`config.mk`:
```
export PLATFORM = sky130hd
export DESIGN_NAME = morph_filter_stream
export DESIGN_NICKNAME = d
export VERILOG_FILES = /design/src/rtl/morph_pkg.sv /design/src/rtl/morph_window3x3.sv /design/src/rtl/morph_filter_stream.sv
export SDC_FILE = /design/constraint.sdc
export NUM_CORES = 1
export LEC_CHECK = 0
export CAP_MARGIN = 40
export CORE_MARGIN = 1
export CORE_UTILIZATION = 30
export CTS_CLUSTER_DIAMETER = 60
export DETAILED_ROUTE_END_ITERATION = 16
export PLACE_DENSITY_LB_ADDON = 0.25
export SYNTH_ARGS = -nofsm -noshare
export SYNTH_HDL_FRONTEND = slang
export SYNTH_SLANG_ARGS = --single-unit
```
`constraint.sdc`:
```
create_clock -name clock -period 21.8 [get_ports clock]
set_input_delay 3.27 -clock clock [delete_from_list [all_inputs] [get_ports clock]]
set_output_delay 3.27 -clock clock [all_outputs]
set_load 0.005 [all_outputs]
```
`src/rtl/morph_pkg.sv`:
```
// Shared types and helpers for the streaming 3x3 binary morphology block.
// Latency: n/a (types and constant functions only).
// Backpressure: n/a.
package morph_pkg;

  // Operation selected per frame; encodings match the external mode pins.
  typedef enum logic [1:0] {
    MODE_ERODE  = 2'b00,
    MODE_DILATE = 2'b01,
    MODE_EDGE   = 2'b10,
    MODE_BYPASS = 2'b11
  } morph_mode_t;

  // Frame sequencing states.
  typedef enum logic [1:0] {
    S_IDLE  = 2'b00,
    S_FILL  = 2'b01,
    S_RUN   = 2'b10,
    S_FLUSH = 2'b11
  } morph_state_t;

  // Taps are numbered (dr+1)*3 + (dc+1); the centre tap is 4.
  localparam int NTAPS      = 9;
  localparam int TAP_CENTRE = 4;

  // Position in the window view (0 = pixel entering this cycle) of the
  // tap at row offset dr, column offset dc from the output pixel.
  function automatic int tap_idx(input int w, input int dr, input int dc);
    return w + 1 - dr * w - dc;
  endfunction

endpackage

```
`src/rtl/morph_window3x3.sv`:
```
// Line buffer producing the 3x3 neighbourhood of the pixel IMG_W+1 positions behind the input.
// Latency: taps are combinational on the stored bits plus the incoming bit (din is tap view 0).
// Backpressure: none; the window only moves when shift is asserted, clear zeroes the history.
module morph_window3x3
  import morph_pkg::*;
#(
  parameter int IMG_W = 256
) (
  input  logic             clock,
  input  logic             reset,
  input  logic             shift,
  input  logic             clear,
  input  logic             din,
  output logic [NTAPS-1:0] taps
);

  // The 2*IMG_W+3 pixel window is the incoming bit plus 2*IMG_W+2 stored bits,
  // so an output can be registered in the same edge that accepts its last tap.
  localparam int SRW = 2 * IMG_W + 2;

  logic [SRW-1:0] sr;
  logic [SRW:0]   view;

  assign view = {sr, din};

  // Pick the nine neighbourhood taps out of the window view.
  for (genvar i = 0; i < 3; i++) begin : g_row
    for (genvar j = 0; j < 3; j++) begin : g_col
      localparam int K = tap_idx(IMG_W, i - 1, j - 1);
      assign taps[i*3+j] = view[K];
    end
  end

  // History shift register; a clear with shift starts a fresh frame with din as its first pixel.
  always_ff @(posedge clock or posedge reset) begin
    if (reset) begin
      sr <= '0;
    end else if (clear) begin
      sr <= shift ? {{(SRW-1){1'b0}}, din} : '0;
    end else if (shift) begin
      sr <= {sr[SRW-2:0], din};
    end
  end

endmodule

```
`src/rtl/morph_filter_stream.sv`:
```
// Streaming 3x3 erode/dilate/edge/bypass on 1-bit raster frames with border-aware taps.
// Latency: output (r,c) registered one clock after accepting pixel (r+1,c+1); last IMG_W+1 outputs from flush.
// Backpressure: in_ready drops only while flushing the tail of a frame; outputs cannot be stalled.
module morph_filter_stream
  import morph_pkg::*;
#(
  parameter int IMG_W = 256,
  parameter int IMG_H = 256
) (
  input  logic       clock,
  input  logic       reset,
  input  logic [1:0] mode,
  input  logic       in_valid,
  output logic       in_ready,
  input  logic       in_sof,
  input  logic       in_pixel,
  output logic       out_valid,
  output logic       out_pixel,
  output logic       out_sof,
  output logic       out_eof,
  output logic       err_abort
);

  localparam int CW = $clog2(IMG_W);
  localparam int RW = $clog2(IMG_H);
  localparam logic [CW-1:0] COL_LAST = CW'(IMG_W - 1);
  localparam logic [RW-1:0] ROW_LAST = RW'(IMG_H - 1);

  morph_state_t state;
  morph_mode_t  mode_q;

  logic [CW-1:0] icol, ocol;
  logic [RW-1:0] irow, orow;

  logic             accept, start, abort, flushing, emit;
  logic             win_shift, win_clear, win_din;
  logic [NTAPS-1:0] taps;
  logic [2:0]       row_ok, col_ok;
  logic [NTAPS-1:0] ero_in, dil_in;
  logic             eroded, dilated, result;
  logic             in_last;

  // Handshake and window control decoded from the current state.
  always_comb begin
    accept    = in_valid & in_ready;
    flushing  = (state == S_FLUSH);
    start     = accept & in_sof & (state == S_IDLE);
    abort     = accept & in_sof & ((state == S_FILL) | (state == S_RUN));
    // Non-sof pixels seen while idle are consumed but never enter the window.
    win_shift = (accept & (state != S_IDLE)) | start | flushing;
    win_clear = start | abort;
    win_din   = flushing ? 1'b0 : in_pixel;
    emit      = ((state == S_RUN) & accept & ~in_sof) | flushing;
    in_last   = (irow == ROW_LAST) & (icol == COL_LAST);
  end

  morph_window3x3 #(
    .IMG_W(IMG_W)
  ) u_window (
    .clock(clock),
    .reset(reset),
    .shift(win_shift),
    .clear(win_clear),
    .din  (win_din),
    .taps (taps)
  );

  // Taps falling outside the frame are excluded, which also stops row wrap.
  always_comb begin
    row_ok = {orow != ROW_LAST, 1'b1, orow != '0};
    col_ok = {ocol != COL_LAST, 1'b1, ocol != '0};
  end

  for (genvar i = 0; i < 3; i++) begin : g_mrow
    for (genvar j = 0; j < 3; j++) begin : g_mcol
      assign ero_in[i*3+j] = ~(row_ok[i] & col_ok[j]) | taps[i*3+j];
      assign dil_in[i*3+j] = row_ok[i] & col_ok[j] & taps[i*3+j];
    end
  end

  // Apply the frame's latched operation to the masked neighbourhood.
  always_comb begin
    eroded  = &ero_in;
    dilated = |dil_in;
    case (mode_q)
      MODE_ERODE:  result = eroded;
      MODE_DILATE: result = dilated;
      MODE_EDGE:   result = dilated & ~eroded;
      MODE_BYPASS: result = taps[TAP_CENTRE];
      default:     result = 1'b0;
    endcase
  end

  // Frame FSM, position counters and registered outputs.
  always_ff @(posedge clock or posedge reset) begin
    if (reset) begin
      state     <= S_IDLE;
      mode_q    <= MODE_ERODE;
      icol      <= '0;
      irow      <= '0;
      ocol      <= '0;
      orow      <= '0;
      in_ready  <= 1'b1;
      out_valid <= 1'b0;
      out_pixel <= 1'b0;
      out_sof   <= 1'b0;
      out_eof   <= 1'b0;
      err_abort <= 1'b0;
    end else begin
      out_valid <= 1'b0;
      out_pixel <= 1'b0;
      out_sof   <= 1'b0;
      out_eof   <= 1'b0;
      err_abort <= 1'b0;

      if (emit) begin
        out_valid <= 1'b1;
        out_pixel <= result;
        out_sof   <= (orow == '0) & (ocol == '0);
        out_eof   <= (orow == ROW_LAST) & (ocol == COL_LAST);
        if (ocol == COL_LAST) begin
          ocol <= '0;
          orow <= (orow == ROW_LAST) ? '0 : orow + 1'b1;
        end else begin
          ocol <= ocol + 1'b1;
        end
      end

      case (state)
        S_IDLE: begin
          if (start) begin
            mode_q <= morph_mode_t'(mode);
            icol   <= CW'(1);
            irow   <= '0;
            ocol   <= '0;
            orow   <= '0;
            state  <= S_FILL;
          end
        end
        S_FILL, S_RUN: begin
          if (abort) begin
            // The early sof pixel becomes (0,0) of a new frame; old outputs are dropped.
            err_abort <= 1'b1;
            mode_q    <= morph_mode_t'(mode);
            icol      <= CW'(1);
            irow      <= '0;
            ocol      <= '0;
            orow      <= '0;
            state     <= S_FILL;
          end else if (accept) begin
            if (icol == COL_LAST) begin
              icol <= '0;
              irow <= (irow == ROW_LAST) ? '0 : irow + 1'b1;
            end else begin
              icol <= icol + 1'b1;
            end
            if (state == S_FILL && irow == RW'(1) && icol == '0) begin
              state <= S_RUN;
            end else if (state == S_RUN && in_last) begin
              state    <= S_FLUSH;
              in_ready <= 1'b0;
            end
          end
        end
        S_FLUSH: begin
          if (orow == ROW_LAST && ocol == COL_LAST) begin
            state    <= S_IDLE;
            in_ready <= 1'b1;
          end
        end
        default: state <= S_IDLE;
      endcase
    end
  end

endmodule

```
## After elaboration in Yosys (flattened, before gate mapping)

Cells that the tools add are included.

- Reductions and logical operators: 23
- Add/subtract/negate cells: 4
- Shift operators: 0
- Mux-type cells: 49
- $mul: 0
- Bitwise gates (word level): 46
- Equal/unequal tests: 23
- Divide/modulo/power cells: 0
- Magnitude comparators: 0

Operator list:

| operator | number |
|---|---|
| $mux W514 | 2 |
| $mux W8 | 18 |
| $pmux W8 S2 | 4 |
| $add A8 B1 Y8 const B | 4 |
| $eq A8 B8 Y1 const B | 4 |
| $logic_not A8 Y1 | 3 |
| $and A1 B1 Y1 | 23 |
| $mux W2 | 8 |
| $ne A8 B8 Y1 const B | 2 |
| $reduce_bool A8 Y1 | 2 |
| $mux W1 | 13 |
| $or A1 B1 Y1 | 13 |
| $ne A2 B2 Y1 const B | 6 |
| $not A1 Y1 | 10 |
| $reduce_and A9 Y1 | 1 |
| $reduce_or A9 Y1 | 1 |
| $eq A2 B2 Y1 const B | 4 |
| $eq A8 B1 Y1 const B | 1 |
| $reduce_and A4 Y1 | 2 |
| $reduce_bool A2 Y1 | 4 |
| $ne A3 B3 Y1 const B | 2 |
| $pmux W2 S3 | 1 |
| $reduce_and A3 Y1 | 2 |
| $reduce_and A6 Y1 | 1 |
| other kinds (9) | 14 |

- Word-level logic and storage cells: 158
- Memory bits (writable): 0
- ROM bits: 0
- Memories: 0
- Register bits after elaboration: 556
- Latch bits: 0
- Output and inout port bits: 6
- Input port bits: 7

## Longest topological paths before layout

- Depth after elaboration: 9
- Mapped depth: 10
- Depth with buffers taken out: 8

## By module

From an unflattened synthesis, not the netlist that was laid out.

- Cells, all modules: 1947
- Area, all modules: 23256.1 um^2

By module, submodules not included:

| module | sequential area each (um^2) | times used | area each (um^2) | cells an instance |
|---|---|---|---|---|
| morph_window3x3 | 12862.3 | 1 | 20817.5 | 1667 |
| morph_filter_stream | 1052.3 | 1 | 2438.6 | 280 |

## Least setup slack after synthesis

Ideal clock, no wire load.

- Path type: in2reg
- Start: input port in_sof
- End: register u_window.sr[128]
- Arrival time: 4789 ps
- Path buffers: 3
- Path slack: 16890 ps
- Library setup time: 121 ps
- Stages: 8
- Required time: 21679 ps
- Cells stage by stage: nand2b_1 and3_1 clkbuf_1 nor2_1 nor2_1 clkbuf_1 clkbuf_1 a22o_1

- Cells in the longest elaborated chain, start to end: 5
- Elaborated cells on any way between the ends: 8
- Classes of those cells: mux: 1; bitwise: 6; reduce/logical: 1

RTL lines:

| element | line | RTL |
|---|---|---|
| from (decl) | morph_filter_stream.sv:15 | `input logic in_sof,` |
| $and A1 B1 Y1 (*) | morph_filter_stream.sv:47, morph_filter_stream.sv:48 |  |
| $and A1 B1 Y1 | morph_filter_stream.sv:47 | `start = accept & in_sof & (state == S_IDLE);` |
| $or A1 B1 Y1 (2 in a row) | morph_filter_stream.sv:50 | `win_shift = (accept & (state != S_IDLE)) \| start \| flushing;` |
| $reduce_bool A2 Y1 (no source line) | n/a |  |
| to (signal assigned) | morph_window3x3.sv:39 | `sr <= shift ? {{(SRW-1){1'b0}}, din} : '0;` |
| to (signal assigned) | morph_window3x3.sv:41 | `sr <= {sr[SRW-2:0], din};` |
| to (decl) | morph_window3x3.sv:21 | `logic [SRW-1:0] sr;` |

Every way passes the cells marked *; elsewhere a longest branch is shown, timed or not.
A chain may end at the register's enable or synchronous reset.

## Final worst setup path

- Start: input port in_sof
- End: register u_window.sr[284]

The elaborated chain is that of the path after synthesis.

==> reports/qor.csv <==
stage;metric;value;unit
outcome;status;completed;
pwr;p_clk_share;50.4;%
pwr;internal_power;1690;uW
worst_setup_path;worst-setup-path-type;input pin to flip-flop;
drt;ant_nets;0;
pwr;powerDensity;90.5;nW/um^2
cells_and_area;final_common_cell;dfrtp_1;
worst_setup_path;critPathArrivalTime;7.23;ns
worst_setup_path;reg2reg_to;u_window.sr[284];
min_path;worstHoldStart;u_window.sr[29];
die;core-area;66200;sq um
worst_setup_path;worstPathRequired;22.35;ns
worst_setup_path;crit_path_start_kind;input pin;
clock_network;cts-root-buf;clkbuf_16;
logic_synthesis;synthFlopType;dfrtp_1;
logic_synthesis;synth_enable_flop_cells;0;
drt;wirelength;35000;um
worst_setup_path;crit_fanout;89;
timing;skew;0.0409;ns
timing;hold-worst-slack;0.458;ns
job;cap_violations;0;
grt;antenna_found_initial;0;
logic_synthesis;synth-seq-cells;556;
logic_synthesis;seq_area_frac_synth;68.7;%
logic_synthesis;syn_nets;1430;
drt;drt_iter0_markers;822;
clock_network;cts_tree;built;
worst_setup_path;rrSetupSlack;17.62;ns
pwr;p_sw_share;20.9;%
cells_and_area;final_util;35.5;%
logic_synthesis;yosysWarnings;0;
pwr;power.switching;444;uW
timing;relSlewSlack;30.7;%
die;initial_core_util;30.6;%
timing;hold_viol_final;0;
drt;drc;0;
min_path;hp-class;flip-flop to flip-flop;
pwr;power_frac_comb;1.2;%
clock_network;cts_max_level;2;
die;rows;94;
clock_network;cts_buffers;60;
grt;grt_pass1_vias;11730;
timing;fin_crit;6.68;ns
pwr;seqPwrFrac;48.5;%
die;die-width;262;um
logic_synthesis;synth_cell_types;49;
min_path;whs_endpoint;u_window.sr[30];
clock_network;ctsResizeCount;0;
placement;dp_hpwl;17800;um
timing;drv_slew;0;
timing;finalCritPeriodShare;30.7;%
logic_synthesis;syn_area;20300;sq um
worst_setup_path;rr_worst_depth;11;
clock_network;postCtsHoldBufs;0;
cells_and_area;n_fill_cell;6292;
placement;port_buffers;12;
die;ios;13;
logic_synthesis;avgSynthCellArea;14.4;sq um
timing;finalSetupTns;0;ns
logic_synthesis;synth_cells;1411;
cells_and_area;syn_to_final_growth;16.2;%
timing;worstMarginPinSlew;1.04;ns
pwr;max-vdd-ir-drop;69.9;uV
grt;grt_pass1_wl;60900;um
clock_network;path_clk_slew;0.06;ns
cells_and_area;drive_gt1_share;10.3;%
worst_setup_path;worstSetupEndpointType;flip-flop;
placement;place_congestion;0.714;
drt;first_pass_iters;4;
timing;finalSetupViolations;0;
drt;num_vias;11597;
clock_network;cts.sinks;556;
logic_synthesis;async_flop_share;100;%
grt;grt_max_degree;237;
pwr;leakagePower;0.0113;uW
clock_network;post_cts_buffers;0;
die;die_area;68500;sq um
worst_setup_path;r2r-start;state[1];
clock_network;cts_max_path_buffers;3;
clock_network;clk_latency;0.62;ns
die;die_y;262;um
grt;overflow;0;
timing;max_freq;150;MHz
timing;rsz0062_at_grt;no;
drt;avgRoutedWirePerCell;15.2;um
cells_and_area;antenna_cells;0;
cells_and_area;final_cell_mix;555 x dfrtp_1, 514 x a22o_1, 60 x clkbuf_16, 40 x nor2_1, 27 x nand2_1;
cells_and_area;fin_nets;1410;
min_path;worstHoldPathCells;1;
grt;grtUsageTotal;10.5;%
drt;vias_per_cell;5.03;
[routing by layer]
metal	track usage (%)	share of wire [%]	vias up	routed length (um)
met4	3.80	2.6	0	899
met5	0	0	-	0
met2	14.3	41	134	14500
met3	2.09	3.5	65	1240
met1	16.2	52	6054	18300
li1	-	-	5344	-
[worst max-delay path: stages]
cell             delay [ns]
clkdlybuf4s50_1        0.45
nand2b_1               0.18
and3_1                 0.25
nor2_4                 0.09
buf_4                  0.56
buf_4                  0.38
buf_16                 0.32
buf_4                  0.71
buf_4                  0.62
a22o_1                 0.26
[sequential cells by signal (all words and copies together), names as in the netlist, 2 cells and up]
name         count
u_window.sr    514
icol             8
irow             8
ocol             8
orow             8
mode_q           2
state            2
[Yosys cell counts (all sizes together), types with 2 or more instances]
master / number / share of area (%)
a211oi: 2 / 0.099
a21oi: 8 / 0.20
a221o: 2 / 0.099
a22o: 514 / 22
a31oi: 5 / 0.15
and2: 3 / 0.093
and3: 6 / 0.19
buf: 41 / 0.90
clkbuf: 77 / 1.4
dfrtp: 555 / 69
ha: 12 / 0.74
inv: 15 / 0.28
mux2: 3 / 0.17
nand2: 27 / 0.50
nand2b: 2 / 0.062
nand3: 12 / 0.30
nand4: 13 / 0.40
nor2: 42 / 0.78
nor2b: 4 / 0.12
nor3: 8 / 0.20
nor4b: 3 / 0.13
o21ai: 8 / 0.20
o21bai: 2 / 0.074
or2: 4 / 0.14
or3: 2 / 0.062
xnor2: 6 / 0.26
xor2: 17 / 0.74
[logic make-up (layout without fill, tap and decap cells)]
group                      Yosys count  in the layout  share of synthesized area (%)
adders and majority gates           12             12                          0.741
muxes                                4              4                          0.216
buffers and inverters              133            165                           2.61
AOI/OAI and AO/OA                  553            553                           23.6
xor gates and xnor gates            23             23                          0.995
and+or+nand+nor                    130            130                           3.14
DFF                                556            556                           68.7
[stage by stage]
stage	cells	total power [uW]	setup WS (ns)	area (sq um)
CTS	2307	2170	15.15	23500
finish	2307	2130	15.12	23500
floorplan	1411	1070	2.98	20300
global route	2307	2210	14.82	23500
global placement	2184	1070	14.25	21100
detailed placement	2193	1080	14.47	21400
[worst max-delay path by stage]
| stage | start | end | slack [ns] | cells after the start |
|---|---|---|---|---|
| floorplan | reset | err_abort | 2.98 | 1 |
| global placement | in_sof | u_window.sr[371] | 14.25 | 9 |
| detailed placement | in_sof | u_window.sr[284] | 14.47 | 10 |
| CTS | in_sof | u_window.sr[83] | 15.15 | 10 |
| global route | in_sof | u_window.sr[284] | 14.82 | 10 |
| finish | in_sof | u_window.sr[284] | 15.12 | 10 |
[power groups by stage]
stage / combinational (uW) / clock, uW / sequential, uW
detailed placement: 27.1 / 0 / 1050
CTS: 27.2 / 1110 / 1030
floorplan: 15.3 / 0 / 1050
finish: 24.9 / 1070 / 1030
global route: 30.2 / 1150 / 1030
global placement: 23.2 / 0 / 1050
[cell type report]
| cell class | count | area [sq um] | share of cell area (%) |
|---|---|---|---|
| well taps | 864 | 1080 | 4.60 |
| inverters | 15 | 63.8 | 0.271 |
| clock buffers | 77 | 1700 | 7.21 |
| repair buffers | 36 | 478 | 2.03 |
| flip-flops and latches | 556 | 13900 | 59.2 |
| clock inverters | 37 | 467 | 1.98 |
| multi-input cells | 722 | 5820 | 24.8 |
No activity file was read; power rests on OpenSTA's default activity.
